--- config.mk ---
export PLATFORM = sky130hd
export DESIGN_NAME = alu_req_sched
export DESIGN_NICKNAME = d
export VERILOG_FILES = /design/src/rtl/alu_req_sched.sv
export SDC_FILE = /design/constraint.sdc
export NUM_CORES = 1
export LEC_CHECK = 0
export ABC_AREA = 1
export ABC_CLOCK_PERIOD_IN_PS = 1890
export CORE_MARGIN = 2
export CORE_UTILIZATION = 35
export CTS_CLUSTER_DIAMETER = 200
export DETAILED_ROUTE_END_ITERATION = 10
export PLACE_DENSITY = 0.6
export SLEW_MARGIN = 10
export SYNTH_ARGS = -nofsm -noshare
export SYNTH_HDL_FRONTEND = slang
export SYNTH_SLANG_ARGS = --single-unit
--- constraint.sdc ---
create_clock -name clk -period 1.89 [get_ports clk]
set_clock_uncertainty 0.05 [all_clocks]
set_input_delay 0.567 -clock clk [delete_from_list [all_inputs] [get_ports clk]]
set_output_delay 0.567 -clock clk [all_outputs]
set_load 0.01 [all_outputs]
--- src/rtl/alu_req_sched.sv ---
// alu_req_sched: round-robin front end for the shared 4-bit ALU.
// Grants one of two requesters, issues to the ALU and returns a tagged response.
module alu_req_sched #(
  parameter int WIDTH = 4,
  parameter int CTL_W = 4
) (
  input  logic             clk,
  input  logic             reset,
  input  logic             req0_valid,
  output logic             req0_ready,
  input  logic [WIDTH-1:0] req0_a,
  input  logic [WIDTH-1:0] req0_b,
  input  logic [CTL_W-1:0] req0_ctl,
  input  logic             req1_valid,
  output logic             req1_ready,
  input  logic [WIDTH-1:0] req1_a,
  input  logic [WIDTH-1:0] req1_b,
  input  logic [CTL_W-1:0] req1_ctl,
  output logic             resp_valid,
  input  logic             resp_ready,
  output logic             resp_id,
  output logic [WIDTH-1:0] resp_result,
  output logic             resp_carry,
  output logic             resp_zero,
  output logic             resp_err,
  output logic             alu_valid_in,
  output logic [WIDTH-1:0] alu_a,
  output logic [WIDTH-1:0] alu_b,
  output logic             alu_cin,
  output logic [CTL_W-1:0] alu_ctl,
  input  logic [WIDTH-1:0] alu_result,
  input  logic             alu_carry
);

  typedef enum logic [1:0] {IDLE, ISSUE, CAPTURE, RESP} state_t;

  state_t           state_q, state_d;
  logic             last_grant_q, last_grant_d;
  logic [1:0]       cflag_q, cflag_d;
  logic [CTL_W-1:0] ctl_q, ctl_d;
  logic             id_q, id_d;
  logic             alu_valid_in_q, alu_valid_in_d;
  logic [WIDTH-1:0] alu_a_q, alu_a_d;
  logic [WIDTH-1:0] alu_b_q, alu_b_d;
  logic             alu_cin_q, alu_cin_d;
  logic [CTL_W-1:0] alu_ctl_q, alu_ctl_d;
  logic             resp_valid_q, resp_valid_d;
  logic             resp_id_q, resp_id_d;
  logic [WIDTH-1:0] resp_result_q, resp_result_d;
  logic             resp_carry_q, resp_carry_d;
  logic             resp_zero_q, resp_zero_d;
  logic             resp_err_q, resp_err_d;

  logic             grant_id;
  logic             accept;
  logic [WIDTH-1:0] grant_a;
  logic [WIDTH-1:0] grant_b;
  logic [CTL_W-1:0] grant_ctl;
  logic             illegal_op;
  logic             carry_op;

  // With both requesters valid the one not served last wins; a lone requester always wins.
  always_comb begin
    grant_id   = (req0_valid && req1_valid) ? ~last_grant_q : req1_valid;
    accept     = reset && (state_q == IDLE) && (req0_valid || req1_valid);
    grant_a    = grant_id ? req1_a : req0_a;
    grant_b    = grant_id ? req1_b : req0_b;
    grant_ctl  = grant_id ? req1_ctl : req0_ctl;
    illegal_op = (grant_ctl == 4'b1110) || (grant_ctl == 4'b1111);
    req0_ready = accept && !grant_id;
    req1_ready = accept && grant_id;
  end

  always_comb begin
    case (ctl_q)
      4'd3, 4'd4, 4'd5, 4'd6, 4'd10, 4'd11, 4'd12, 4'd13: carry_op = 1'b1;
      default:                                            carry_op = 1'b0;
    endcase
  end

  always_comb begin
    state_d        = state_q;
    last_grant_d   = last_grant_q;
    cflag_d        = cflag_q;
    ctl_d          = ctl_q;
    id_d           = id_q;
    alu_valid_in_d = 1'b0;
    alu_a_d        = alu_a_q;
    alu_b_d        = alu_b_q;
    alu_cin_d      = alu_cin_q;
    alu_ctl_d      = alu_ctl_q;
    resp_valid_d   = resp_valid_q;
    resp_id_d      = resp_id_q;
    resp_result_d  = resp_result_q;
    resp_carry_d   = resp_carry_q;
    resp_zero_d    = resp_zero_q;
    resp_err_d     = resp_err_q;

    case (state_q)
      IDLE: begin
        if (accept) begin
          id_d         = grant_id;
          ctl_d        = grant_ctl;
          last_grant_d = grant_id;
          if (illegal_op) begin
            // Illegal opcodes never reach the ALU; answer straight away with an error.
            state_d       = RESP;
            resp_valid_d  = 1'b1;
            resp_id_d     = grant_id;
            resp_result_d = '0;
            resp_carry_d  = 1'b0;
            resp_zero_d   = 1'b0;
            resp_err_d    = 1'b1;
          end else begin
            state_d        = ISSUE;
            alu_valid_in_d = 1'b1;
            alu_a_d        = grant_a;
            alu_b_d        = grant_b;
            alu_ctl_d      = grant_ctl;
            alu_cin_d      = cflag_q[grant_id];
          end
        end
      end
      ISSUE: begin
        state_d = CAPTURE;
      end
      CAPTURE: begin
        state_d       = RESP;
        resp_valid_d  = 1'b1;
        resp_id_d     = id_q;
        resp_result_d = alu_result;
        resp_carry_d  = alu_carry;
        resp_zero_d   = (alu_result == '0);
        resp_err_d    = 1'b0;
        if (carry_op) begin
          cflag_d[id_q] = alu_carry;
        end
      end
      RESP: begin
        if (resp_ready) begin
          resp_valid_d = 1'b0;
          state_d      = IDLE;
        end
      end
      default: begin
        state_d = IDLE;
      end
    endcase
  end

  always_ff @(posedge clk or negedge reset) begin
    if (!reset) begin
      state_q        <= IDLE;
      last_grant_q   <= 1'b1;
      cflag_q        <= '0;
      ctl_q          <= '0;
      id_q           <= 1'b0;
      alu_valid_in_q <= 1'b0;
      alu_a_q        <= '0;
      alu_b_q        <= '0;
      alu_cin_q      <= 1'b0;
      alu_ctl_q      <= '0;
      resp_valid_q   <= 1'b0;
      resp_id_q      <= 1'b0;
      resp_result_q  <= '0;
      resp_carry_q   <= 1'b0;
      resp_zero_q    <= 1'b0;
      resp_err_q     <= 1'b0;
    end else begin
      state_q        <= state_d;
      last_grant_q   <= last_grant_d;
      cflag_q        <= cflag_d;
      ctl_q          <= ctl_d;
      id_q           <= id_d;
      alu_valid_in_q <= alu_valid_in_d;
      alu_a_q        <= alu_a_d;
      alu_b_q        <= alu_b_d;
      alu_cin_q      <= alu_cin_d;
      alu_ctl_q      <= alu_ctl_d;
      resp_valid_q   <= resp_valid_d;
      resp_id_q      <= resp_id_d;
      resp_result_q  <= resp_result_d;
      resp_carry_q   <= resp_carry_d;
      resp_zero_q    <= resp_zero_d;
      resp_err_q     <= resp_err_d;
    end
  end

  assign alu_valid_in = alu_valid_in_q;
  assign alu_a        = alu_a_q;
  assign alu_b        = alu_b_q;
  assign alu_cin      = alu_cin_q;
  assign alu_ctl      = alu_ctl_q;
  assign resp_valid   = resp_valid_q;
  assign resp_id      = resp_id_q;
  assign resp_result  = resp_result_q;
  assign resp_carry   = resp_carry_q;
  assign resp_zero    = resp_zero_q;
  assign resp_err     = resp_err_q;

endmodule

==> impl_metrics.py <==
metrics = {
    "cts": {
        "hold_buffers": 0,
        "clk_pin_slew_ns": 0.07,
        "numCtsBuffers": 5,
        "cts_tree": "built",
        "cts_root_buf": "clkbuf_8",
        "cts_buffer_depth": 2,
        "htree_num_levels": 2,
        "clk-insertion-delay-late_ns": 0.29,
        "clkSinkCount": 33,
    },
    "worst_hold_path": {
        "min_path_type": "in2async",
    },
    "sta": {
        "rsz0062_at_grt": "true",
        "worst_slew_pin_slew_ns": 0.423,
        "drv_slew": 0,
        "fin_crit_ns": 1.91,
        "fin_hold_ws_ns": 0.429,
        "fmax_ghz": 0.523,
        "relSlewSlack_pct": 71.8,
        "min_period_over_period_pct": 101,
        "setup_ws_ns": -0.0206,
        "hold_viol_final": 0,
        "setup_viol": 2,
    },
    "synthesis": {
        "synth_nets": 231,
        "syn_inst": 192,
        "synth-warning-count": 0,
        "synthesis.area_mm2": 0.00178,
        "yosys.area.top_type": "dfrtp_1",
        "synth.area.top_cells": "dfrtp_1 (45%), nand2_1 (9.9%), o21ai_2 (5.9%)",
        "yosysTopAreaCellShare_pct": 45.1,
        "ys_seq_elements": 33,
        "yosysSeqAreaShare_pct": 46.5,
        "syn_area_per_cell_um2": 9.25,
        "ys_types": 24,
    },
    "drt": {
        "vias_per_cell": 4.41,
        "num_vias": 1536,
        "wirelength_mm": 3.89,
        "antenna_left": 0,
        "first_iter_violations": 98,
        "firstDrtPassIters": 4,
        "detail_route.wl_per_cell_um": 11.2,
        "drc": 0,
    },
    "pwr": {
        "leakagePower_uw": 0.00136,
        "vdd_drop_max_v": 0.000742,
        "powerDensity_mw_per_mm2": 1360,
    },
    "cells_and_area": {
        "nFillCells": 453,
        "antenna_cells": 0,
        "multi_input_area_um2": 861,
        "drive_gt1_share_pct": 28.8,
        "nets": 319,
        "areaGrowthSynthToFinish_pct": 55.9,
        "seq_area_um2": 827,
        "fin_util_pct": 57.5,
        "design_area_mm2": 0.00277,
    },
    "floorplan": {
        "start_util_pct": 36.9,
        "boundaryPins": 59,
        "dieWidth_um": 75.3,
        "dieArea_mm2": 0.00566,
        "std_cell_rows": 25,
        "die_h_um": 75.3,
        "coreArea_mm2": 0.00482,
    },
    "worst_setup_path": {
        "cp_top_family": "flip-flops",
        "worstPathCellList": "inv_2, ha_4, inv_4, nor2_8, inv_4, nor2_2, buf_4",
        "critPathMaxStageDelay_ns": 0.39,
        "critPathArrivalTime_ns": 1.29,
        "cp_slowest_cell": "dfrtp_1",
        "cp_common_cell": "inv_4",
        "crit_fanout": 7,
        "cp-end-kind": "output port",
        "path_buf_inv": 4,
        "cp.required_ns": 1.27,
        "critical_path_class": "reg2out",
        "worstSetupStartpointType": "register",
    },
    "global_route": {
        "grt_pass1_wl_mm": 6.60,
        "grt-ovfl-total": 0,
        "antenna_found_initial": 0,
        "grt_start_max_net_pins": 34,
        "grt_use_total_pct": 15.7,
        "grt_pass1_vias": 1493,
    },
    "place": {
        "placement.cell_area_mm2": 0.00261,
        "gp_routability_congestion": 0.759,
        "pre_cts_ws_ns": -0.772,
        "portBuffers": 58,
        "dp_hpwl_mm": 2.87,
    },
    "job": {
        "cap_violations": 0,
    },
    "outcome": {
        "status": "finished, violations left",
        "violations": "negative setup slack",
    },
}
flip-flops by register name, summed over array words and instances, names as in the netlist:
signal	count
id_q	1
cflag_q	2
ctl_q	4
resp_valid	1
alu_a	4
resp_carry	1
state_q	2
resp_id	1
alu_valid_in	1
resp_zero	1
resp_err	1
alu_cin	1
resp_result	4
alu_b	4
alu_ctl	4
last_grant_q	1
report_power, final:
group / switching, µW / internal (µW) / total (µW) / leakage [µW]
Sequential: 158 / 1010 / 1170 / 0.000415
Combinational: 913 / 993 / 1910 / 0.000885
Clock: 262 / 430 / 692 / 0.0000585
Total: 1330 / 2430 / 3760 / 0.00136
layout by cell type, fill, tap and decap left out, types with 4 or more instances in the layout:
master           count
clkdlybuf4s50_1     53
nand2_1             47
dfrtp_1             32
buf_4               25
inv_1               15
nand2_2             13
nand3_1             13
o21ai_0             13
o21ai_2             11
mux2i_1              9
nor2_1               9
nand2_4              6
clkbuf_8             6
ha_1                 4
kinds of logic after synthesis:
group	Yosys count	synth area share, %
AO/OA/AOI/OAI	26	9.86
adder cells (fa/ha/maj)	5	3.52
buffers and inverters	24	6.69
flip-flops	33	46.5
multiplexers	9	5.07
AND/OR/NAND/NOR	95	28.3
per-layer routing:
metal  GRT usage, %  vias to the layer above  part of all wire [%]
li1               -                      789                     -
met1           19.6                      689                    46
met2           25.6                       51                    44
met3           5.09                        7                   8.1
met4           5.85                        0                   1.7
met5              0                        -                     0
cells in the mapped netlist (all sizes together):
| library cell | instances |
|---|---|
| clkbuf | 1 |
| o21ai | 25 |
| nor3b | 1 |
| ha | 5 |
| inv | 19 |
| a21oi | 1 |
| nor3 | 1 |
| dfrtp | 32 |
| nand2 | 66 |
| mux2i | 9 |
| buf | 3 |
| nand3 | 14 |
| clkinv | 1 |
| nand4 | 1 |
| dfstp | 1 |
| nor2 | 12 |
final cells by class:
cell class / count / area share [%]
multi-input cells: 135 / 31.1
flip-flops and latches: 33 / 29.9
repair buffers: 85 / 29.0
clock buffers: 7 / 3.12
well taps: 67 / 3.03
inverters: 20 / 2.89
clock inverters: 1 / 1.08
path summary, 6_finish.rpt:
kind / endpoint / from / slack, ns / cells past startpoint
max: req1_ready / state_q[1] / -0.02 / 7
min reg2reg: resp_valid / resp_valid / 0.43 / 2
max reg2reg: resp_valid / last_grant_q / 0.14 / 11
max in group asynchronous: last_grant_q / reset / 1.03 / 2
min: alu_a[1] / reset / 0.43 / 2
min in group clk: resp_valid / resp_valid / 0.43 / 2
per-stage QoR:
step	power, µW	setup TNS (ns)	std cells
floorplan	2160	0	192
global placement	2990	-11.81	337
detailed placement	3010	-12.33	337
CTS	3790	-0.0701	347
global route	4080	-0.208	348
finish	3760	-0.0379	348
what timing repair did:
action,in CTS,in global routing
hold endpoints to repair,0,0
gates resized for setup,30,2
pin swaps,3,0
endpoints found under the setup margin,25,2
buffers inserted,2,1
(Power assumes the default switching activity.)
